--- src/rtl/apb_pkg.sv ---
// rtl/apb_pkg.sv - shared APB widths, FSM state encoding and register indices
//
// Contents:
//   APB_ADDR_W / APB_DATA_W : bus widths
//   apb_state_e             : completer FSM states (IDLE, ACCESS)
//   IDX_CTRL / IDX_STATUS   : fixed register indices
package apb_pkg;

    localparam int APB_ADDR_W = 16;
    localparam int APB_DATA_W = 32;

    typedef enum logic [0:0] {
        IDLE   = 1'b0,
        ACCESS = 1'b1
    } apb_state_e;

    localparam logic [5:0] IDX_CTRL   = 6'd0;
    localparam logic [5:0] IDX_STATUS = 6'd1;

endpackage

--- src/rtl/apb_reg_decode.sv ---
// rtl/apb_reg_decode.sv - maps a latched APB request to register index, ro and err flags
//
// Ports:
//   addr  in   latched byte address
//   write in   latched direction (1 = write)
//   idx   out  word index addr[7:2]
//   ro    out  index is read-only (STATUS or ID)
//   err   out  access must complete with an error response
module apb_reg_decode
    import apb_pkg::*;
#(
    parameter int NUM_REGS = 8
) (
    input  logic [APB_ADDR_W-1:0] addr,
    input  logic                  write,
    output logic [5:0]            idx,
    output logic                  ro,
    output logic                  err
);

    logic misaligned;
    logic out_of_page;
    logic out_of_range;

    assign idx          = addr[7:2];
    assign misaligned   = (addr[1:0] != 2'b00);
    assign out_of_page  = (addr[15:8] != 8'h00);
    // Compare in 7 bits so NUM_REGS=64 does not truncate to zero.
    assign out_of_range = ({1'b0, idx} >= 7'(NUM_REGS));
    assign ro           = (idx == IDX_STATUS) || (idx == 6'(NUM_REGS - 1));
    assign err          = misaligned || out_of_page || out_of_range || (write && ro);

endmodule

--- src/rtl/apb_reg_slave.sv ---
// rtl/apb_reg_slave.sv - APB completer serving a small 32-bit register file
//
// Ports:
//   PCLK, PRESET        clock, asynchronous active-high reset
//   PSEL, PENABLE       APB select and access-phase strobe
//   PWRITE, PADDR       direction and byte address
//   PWDATA              write data
//   PRDATA              read data (non-zero only on a completing, error-free read)
//   PREADY, PSLVERR     completion handshake and error response
//   status_i            local status word, readable at index 1
//   ctrl_o              registered copy of CTRL (index 0)
module apb_reg_slave
    import apb_pkg::*;
#(
    parameter int              NUM_REGS    = 8,
    parameter int              WAIT_STATES = 1,
    parameter logic [31:0]     ID_VALUE    = 32'hA5B2_0001
) (
    input  logic                  PCLK,
    input  logic                  PRESET,
    input  logic                  PSEL,
    input  logic                  PENABLE,
    input  logic                  PWRITE,
    input  logic [APB_ADDR_W-1:0] PADDR,
    input  logic [APB_DATA_W-1:0] PWDATA,
    output logic [APB_DATA_W-1:0] PRDATA,
    output logic                  PREADY,
    output logic                  PSLVERR,
    input  logic [APB_DATA_W-1:0] status_i,
    output logic [APB_DATA_W-1:0] ctrl_o
);

    localparam logic [0:0] ST_IDLE   = IDLE;
    localparam logic [0:0] ST_ACCESS = ACCESS;

    logic [0:0]            state;
    logic [3:0]            wait_cnt;
    logic [APB_ADDR_W-1:0] lat_addr;
    logic                  lat_write;
    logic [APB_DATA_W-1:0] lat_wdata;
    logic [APB_DATA_W-1:0] regs [NUM_REGS];

    logic [5:0]            dec_idx;
    logic                  dec_ro;
    logic                  dec_err;

    logic                  setup_violation;
    logic                  access_done;
    logic [APB_DATA_W-1:0] rdata;

    apb_reg_decode #(
        .NUM_REGS (NUM_REGS)
    ) u_decode (
        .addr  (lat_addr),
        .write (lat_write),
        .idx   (dec_idx),
        .ro    (dec_ro),
        .err   (dec_err)
    );

    // An access phase seen from IDLE has no setup behind it: answer with an
    // immediate error and leave all state untouched.
    assign setup_violation = (state == ST_IDLE) && PSEL && PENABLE;
    assign access_done     = (state == ST_ACCESS) && (wait_cnt == 4'd0) && PSEL && PENABLE;

    always_comb begin
        rdata = '0;
        for (int i = 0; i < NUM_REGS; i++) begin
            if (dec_idx == 6'(i)) begin
                rdata = regs[i];
            end
        end
        if (dec_idx == IDX_STATUS) begin
            rdata = status_i;
        end else if (dec_idx == 6'(NUM_REGS - 1)) begin
            rdata = ID_VALUE;
        end
    end

    // Outputs are forced low while reset is held so an in-flight bus cycle
    // cannot look like a protocol violation during reset.
    assign PREADY  = !PRESET && (setup_violation || access_done);
    assign PSLVERR = !PRESET && (setup_violation || (access_done && dec_err));
    assign PRDATA  = (!PRESET && access_done && !lat_write && !dec_err) ? rdata : '0;
    assign ctrl_o  = regs[IDX_CTRL];

    always_ff @(posedge PCLK or posedge PRESET) begin
        if (PRESET) begin
            state     <= ST_IDLE;
            wait_cnt  <= 4'd0;
            lat_addr  <= '0;
            lat_write <= 1'b0;
            lat_wdata <= '0;
            for (int i = 0; i < NUM_REGS; i++) begin
                regs[i] <= '0;
            end
        end else begin
            case (state)
                ST_IDLE: begin
                    if (PSEL && !PENABLE) begin
                        lat_addr  <= PADDR;
                        lat_write <= PWRITE;
                        lat_wdata <= PWDATA;
                        wait_cnt  <= 4'(WAIT_STATES);
                        state     <= ST_ACCESS;
                    end
                end
                ST_ACCESS: begin
                    if (!PSEL) begin
                        state <= ST_IDLE;
                    end else if (PENABLE) begin
                        if (wait_cnt != 4'd0) begin
                            wait_cnt <= wait_cnt - 4'd1;
                        end else begin
                            // dec_err already rejects RO indices on writes.
                            if (lat_write && !dec_err) begin
                                for (int i = 0; i < NUM_REGS; i++) begin
                                    if (dec_idx == 6'(i)) begin
                                        regs[i] <= lat_wdata;
                                    end
                                end
                            end
                            state <= ST_IDLE;
                        end
                    end
                end
                default: state <= ST_IDLE;
            endcase
        end
    end

endmodule

--- config.mk ---
export PLATFORM = sky130hd
export DESIGN_NAME = apb_reg_slave
export DESIGN_NICKNAME = d
export VERILOG_FILES = /design/src/rtl/apb_pkg.sv /design/src/rtl/apb_reg_decode.sv /design/src/rtl/apb_reg_slave.sv
export SDC_FILE = /design/constraint.sdc
export NUM_CORES = 1
export LEC_CHECK = 0
export CAP_MARGIN = 0
export CELL_PAD_IN_SITES_DETAIL_PLACEMENT = 1
export CELL_PAD_IN_SITES_GLOBAL_PLACEMENT = 1
export CORE_UTILIZATION = 30
export CTS_CLUSTER_SIZE = 25
export DETAILED_ROUTE_END_ITERATION = 7
export PLACE_DENSITY_LB_ADDON = 0.1
export SETUP_SLACK_MARGIN = 0.5
export SLEW_MARGIN = 0
export SYNTH_ARGS = -nofsm -noshare
export SYNTH_HDL_FRONTEND = slang
export SYNTH_HIERARCHICAL = 1
export SYNTH_SLANG_ARGS = --single-unit
--- constraint.sdc ---
create_clock -name PCLK -period 8.9 [get_ports PCLK]
set_clock_uncertainty 0.1 [all_clocks]
set_input_delay 1.78 -clock PCLK [delete_from_list [all_inputs] [get_ports PCLK]]
set_output_delay 1.78 -clock PCLK [all_outputs]
set_load 0.02 [all_outputs]
== Yosys cells after proc, flatten, opt, wreduce, memory -nomap -nowiden ==
Index checks and enable logic that the tools add are counted.
Storage, ports and cells
  word-level logic and storage cells: 82
  input port bits: 85
  bits in latches: 0
  memories: 0
  register bits: 246
  bits in read-only memories: 0
  output and inout bits: 66
  bits in writable memories: 0
Cells by class
  reductions and logical operators: 37
  $add $sub $neg: 1
  bitwise gates (word level): 2
  mux-type cells: 19
  shifts and indexed selects: 0
  $mul: 0
  equal/unequal tests: 11
  order comparisons: 1
  div/mod/pow operators: 0
Operators with widths (number)
  $mux W32: 9
  $reduce_and A6 Y1: 6
  $eq A6 B3 Y1 const B: 4
  $mux W4: 4
  $logic_and A1 B1 Y1: 14
  $eq A6 B2 Y1 const B: 2
  $pmux W4 S2: 1
  $reduce_bool A8 Y1: 1
  $eq A6 B1 Y1 const B: 1
  $ge A6 B4 Y1 const B: 1
  $logic_not A6 Y1: 1
  $logic_or A1 B1 Y1: 6
  $logic_not A1 Y1: 4
  $logic_not A4 Y1: 1
  $mux W1: 4
  $ne A2 B1 Y1 const B: 2
  $ne A2 B2 Y1 const B: 2
  $reduce_and A4 Y1: 1
  $reduce_bool A4 Y1: 1
  $sub A4 B1 Y4 const B: 1
  $not A1 Y1: 2
  $pmux W1 S2: 1
  $reduce_and A2 Y1: 1
  $reduce_bool A2 Y1: 1

== Depth between registers and ports, before layout ==
  word-level depth: 10
  depth in mapped cells: 9

== Modules after synthesis ==
The synthesis kept the hierarchy.
By module, submodules not included
  apb_reg_slave: instances 1, sequential area each 6155.9 um2, area an instance 11785.1 um2, cells an instance 905
  apb_reg_decode: instances 1, sequential area each 0.0 um2, area an instance 112.6 um2, cells an instance 14

== Worst setup path after synthesis ==
Ideal clock, no wire load.
  path type: input port to output port
  start point: in PENABLE
  end point: out PRDATA[21]
  setup slack: 3.023 ns
  arrival: 3.997 ns
  stages on the path: 6
  data required time: 7.020 ns
  buffers on the path: 3
  cells stage by stage: clkbuf_1 -> nand3b_1 -> or4_1 -> buf_2 -> clkbuf_1 -> a2111oi_0
Between the ends
  cells in the longest elaborated chain, start to end: 5
Ends and longest elaborated chain
  start, declared: line apb_reg_slave.sv:22  | input logic PENABLE,
  $logic_and A1 B1 Y1: line apb_reg_slave.sv:64  | assign access_done = (state == ST_ACCESS) && (wait_cnt == 4'd0) && PSEL && PENABLE;
  $logic_and A1 B1 Y1 (3 in a row): line apb_reg_slave.sv:84  | assign PRDATA = (!PRESET && access_done && !lat_write && !dec_err) ? rdata : '0;
  $mux W32: line apb_reg_slave.sv:84
  end, declared: line apb_reg_slave.sv:26  | output logic [APB_DATA_W-1:0] PRDATA,
No other way between the ends.

== Final worst setup path ==
  start point: in PENABLE
  end point: out PRDATA[0]
The elaborated chain is that of the path after synthesis.

==> flow_summary.yaml <==
die:
  initial_core_util_pct: 30.6
  die_w_um: 201
  dieArea_sq_um: 40500
  fp.coreArea_sq_um: 38900
  ioPinCount: 151
  dieHeight_um: 201
  rows: 72
sta:
  rsz0062_at_grt: "false"
  period_needed_ps: 6710
  tns_ps: 0
  final-max-slew-violation-count: 0
  holdWs_ps: 392
  hold_viol_final: 0
  setup_viol: 0
  min_period_over_period_pct: 75.4
  max_clock_freq_mhz: 149
  setup_ws_ps: 2190
  max_slew_margin_pct: 25.6
  tightest_slew_ps: 1120
detailed_routing:
  first_pass_iters: 5
  wire_per_inst_um: 23.4
  drc: 0
  drt_wl_total_um: 36300
  viasPerCell: 5.20
  num_vias: 8054
  drt_iter0_markers: 365
  detail-route-antenna-nets: 0
synthesis:
  synthMuxAreaShare_pct: 26.7
  synth_nets: 1005
  synth_edf_count: 0
  synthTopCellsByArea: "dfrtp_1 (52%), mux2_2 (26%), a22o_1 (4.0%)"
  synth_top_area_share_pct: 51.7
  synth_cells: 919
  yosys_most_used_dff: "dfrtp_1"
  synth_xor_xnor_area_share_pct: 0.0736
  ys_types: 50
  syn_avg_cell_area_sq_um: 12.9
  yosysTopAreaCell: "dfrtp_1"
  synth-compound-area-share_pct: 12.2
  synth_top_family_by_area: "multiplexers"
  syn-cell-area_sq_um: 11900
  synthAdderAreaFrac_pct: 0.105
  yosysSeqAreaShare_pct: 51.7
  async_flop_share_pct: 100
  synth-simple-area-share_pct: 4.11
  synth_seq_cells: 246
  ys.warnings.count: 6
placed_design:
  portBuffers: 150
  pre_cts_ws_ps: 2210
  finalWeightedCongestion: 0.704
  place_hpwl_um: 22200
  placed_cells_incl_taps: 1493
setup_path:
  endpoint_kind: "output pin"
  cpPeakStageDelay_ps: 710
  cp_num_buf_inv: 3
  crit_chain: "clkdlybuf4s50_1 -> nand3b_1 -> or4_2 -> buf_4 -> a2111oi_0 -> clkdlybuf4s50_1"
  critPathLaunchType: "input pin"
  r2r_cells: 5
  crit_family: "buffers and inverters"
  crit_top_cell: "clkdlybuf4s50_1"
  worst-r2r-setup-slack_ps: 4720
  timing.rr.start: "lat_addr[3]"
  cpMaxStageDelayCell: "clkdlybuf4s50_1"
  r2r-end: "regs[176]"
  path_class: "in -> out"
  crit_arrival_ps: 4830
  worst-path-max-fanout: 32
  critical_path_required_ps: 7020
grt:
  grt-ovfl-total: 0
  antenna_found_initial: 2
  first_global_vias: 8733
  grt_pass1_wl_um: 56700
  grt.total_usage_pct: 18.3
  grt_max_degree: 79
power:
  power_density_nw_per_um2: 197
  p_leak_nw: 6.51
  ir_drop_uv: 120
clock_network:
  clk_pin_slew_ps: 60
  cts_hold_buffers: 0
  cts_tree: "yes"
  cts_setup_buffers: 0
  clk_latency_ps: 550
  clkSinkCount: 246
  numCtsBuffers: 30
  cts_resized: 0
  cts_buffer_depth: 3
  clockRootBuffer: "clkbuf_16"
  htree_levels: 1
worst_hold_path:
  hold_depth: 1
  min_path_type: "reg -> reg"
  worst_hold_startpoint: "regs[70]"
  holdPathEnd: "regs[70]"
final_layout:
  layout_commonest_cell: "mux2_2"
  fillers: 4099
  diodes: 0
  final_cell_mix: "mux2_2 (277), dfrtp_1 (244), clkdlybuf4s50_1 (150)"
  drive_above_1_share_pct: 35.5
  area_growth_syn_to_layout_pct: 23.5
  final_nets: 1093
  fin_cells: 1548
status:
  status: "completed"
job:
  maxCapViolations: 0
[layer usage]
metal  share of wire (%)  global-route usage [%]  vias up
met5               0.036                       0        -
met2                  46                    29.0      167
met4                 1.8                    3.79        2
met3                 4.0                    2.88       44
li1                    -                       -     3608
met1                  48                    26.4     4233
[flip-flops by register name, indices dropped and copies added, names as in the netlist]
signal,cells
regs,160
ctrl_o,32
lat_wdata,32
lat_addr,16
wait_cnt,4
lat_write,1
state,1
[layout make-up]
| type | instances | area, sq um | area share, % |
|---|---|---|---|
| timing repair buffer | 168 | 1640 | 11.1 |
| tap | 518 | 648 | 4.41 |
| clock buffer | 49 | 953 | 6.49 |
| multi-input combinational | 555 | 5180 | 35.3 |
| clock inverter | 6 | 83.8 | 0.571 |
| sequential | 246 | 6160 | 41.9 |
| inverter | 6 | 26.3 | 0.179 |
[through the flow]
step / power, mW / cell area [sq um] / utilization [%]
2_1_floorplan: 1.48 / 11900 / -
3_3_place_gp: 1.65 / 13700 / 35.1
3_5_place_dp: 1.66 / 13700 / 35.1
4_1_cts: 2.94 / 14700 / 37.8
5_1_grt: 3.02 / 14700 / 37.8
6_report: 2.89 / 14700 / 37.8
[how the worst max path moves through the flow]
| stage | startpoint | end | slack (ps) | cells after the start |
|---|---|---|---|---|
| finish | PENABLE | PRDATA[0] | 2190 | 6 |
| global route | PENABLE | PRDATA[0] | 2010 | 6 |
| CTS | PENABLE | PRDATA[28] | 2210 | 6 |
| detailed placement | PENABLE | PRDATA[28] | 2210 | 6 |
| global placement | PENABLE | PRDATA[28] | 2230 | 6 |
| floorplan | PENABLE | PRDATA[21] | 3020 | 6 |
[Yosys cell counts (3+ instances only)]
master / number
nand2b_1: 6
dfrtp_1: 246
o32ai_1: 22
mux2_2: 277
a2111oi_0: 9
buf_4: 38
a22oi_1: 24
nand2_1: 10
mux2_1: 3
o22ai_1: 11
inv_1: 6
buf_2: 8
buf_1: 14
a21oi_1: 27
nand3_1: 4
nor2_1: 14
clkbuf_1: 50
a211oi_1: 22
and3_1: 3
a221oi_1: 8
nor2b_1: 26
a22o_1: 55
[power by group]
part	internal [mW]	switching, mW
clock	0.782	0.482
combinational	0.139	0.218
sequential	1.17	0.0930
total	2.10	0.793
[kinds of logic (layout without fill, tap and decap cells)]
logic type,count (synthesis),after routing
xor+xnor,1,1
simple gates,83,83
compound gates,188,188
mux,282,282
fa+ha+maj,1,1
flops,246,246
buf+inv,118,229
Note: power is estimated with default switching activity, not from simulation.
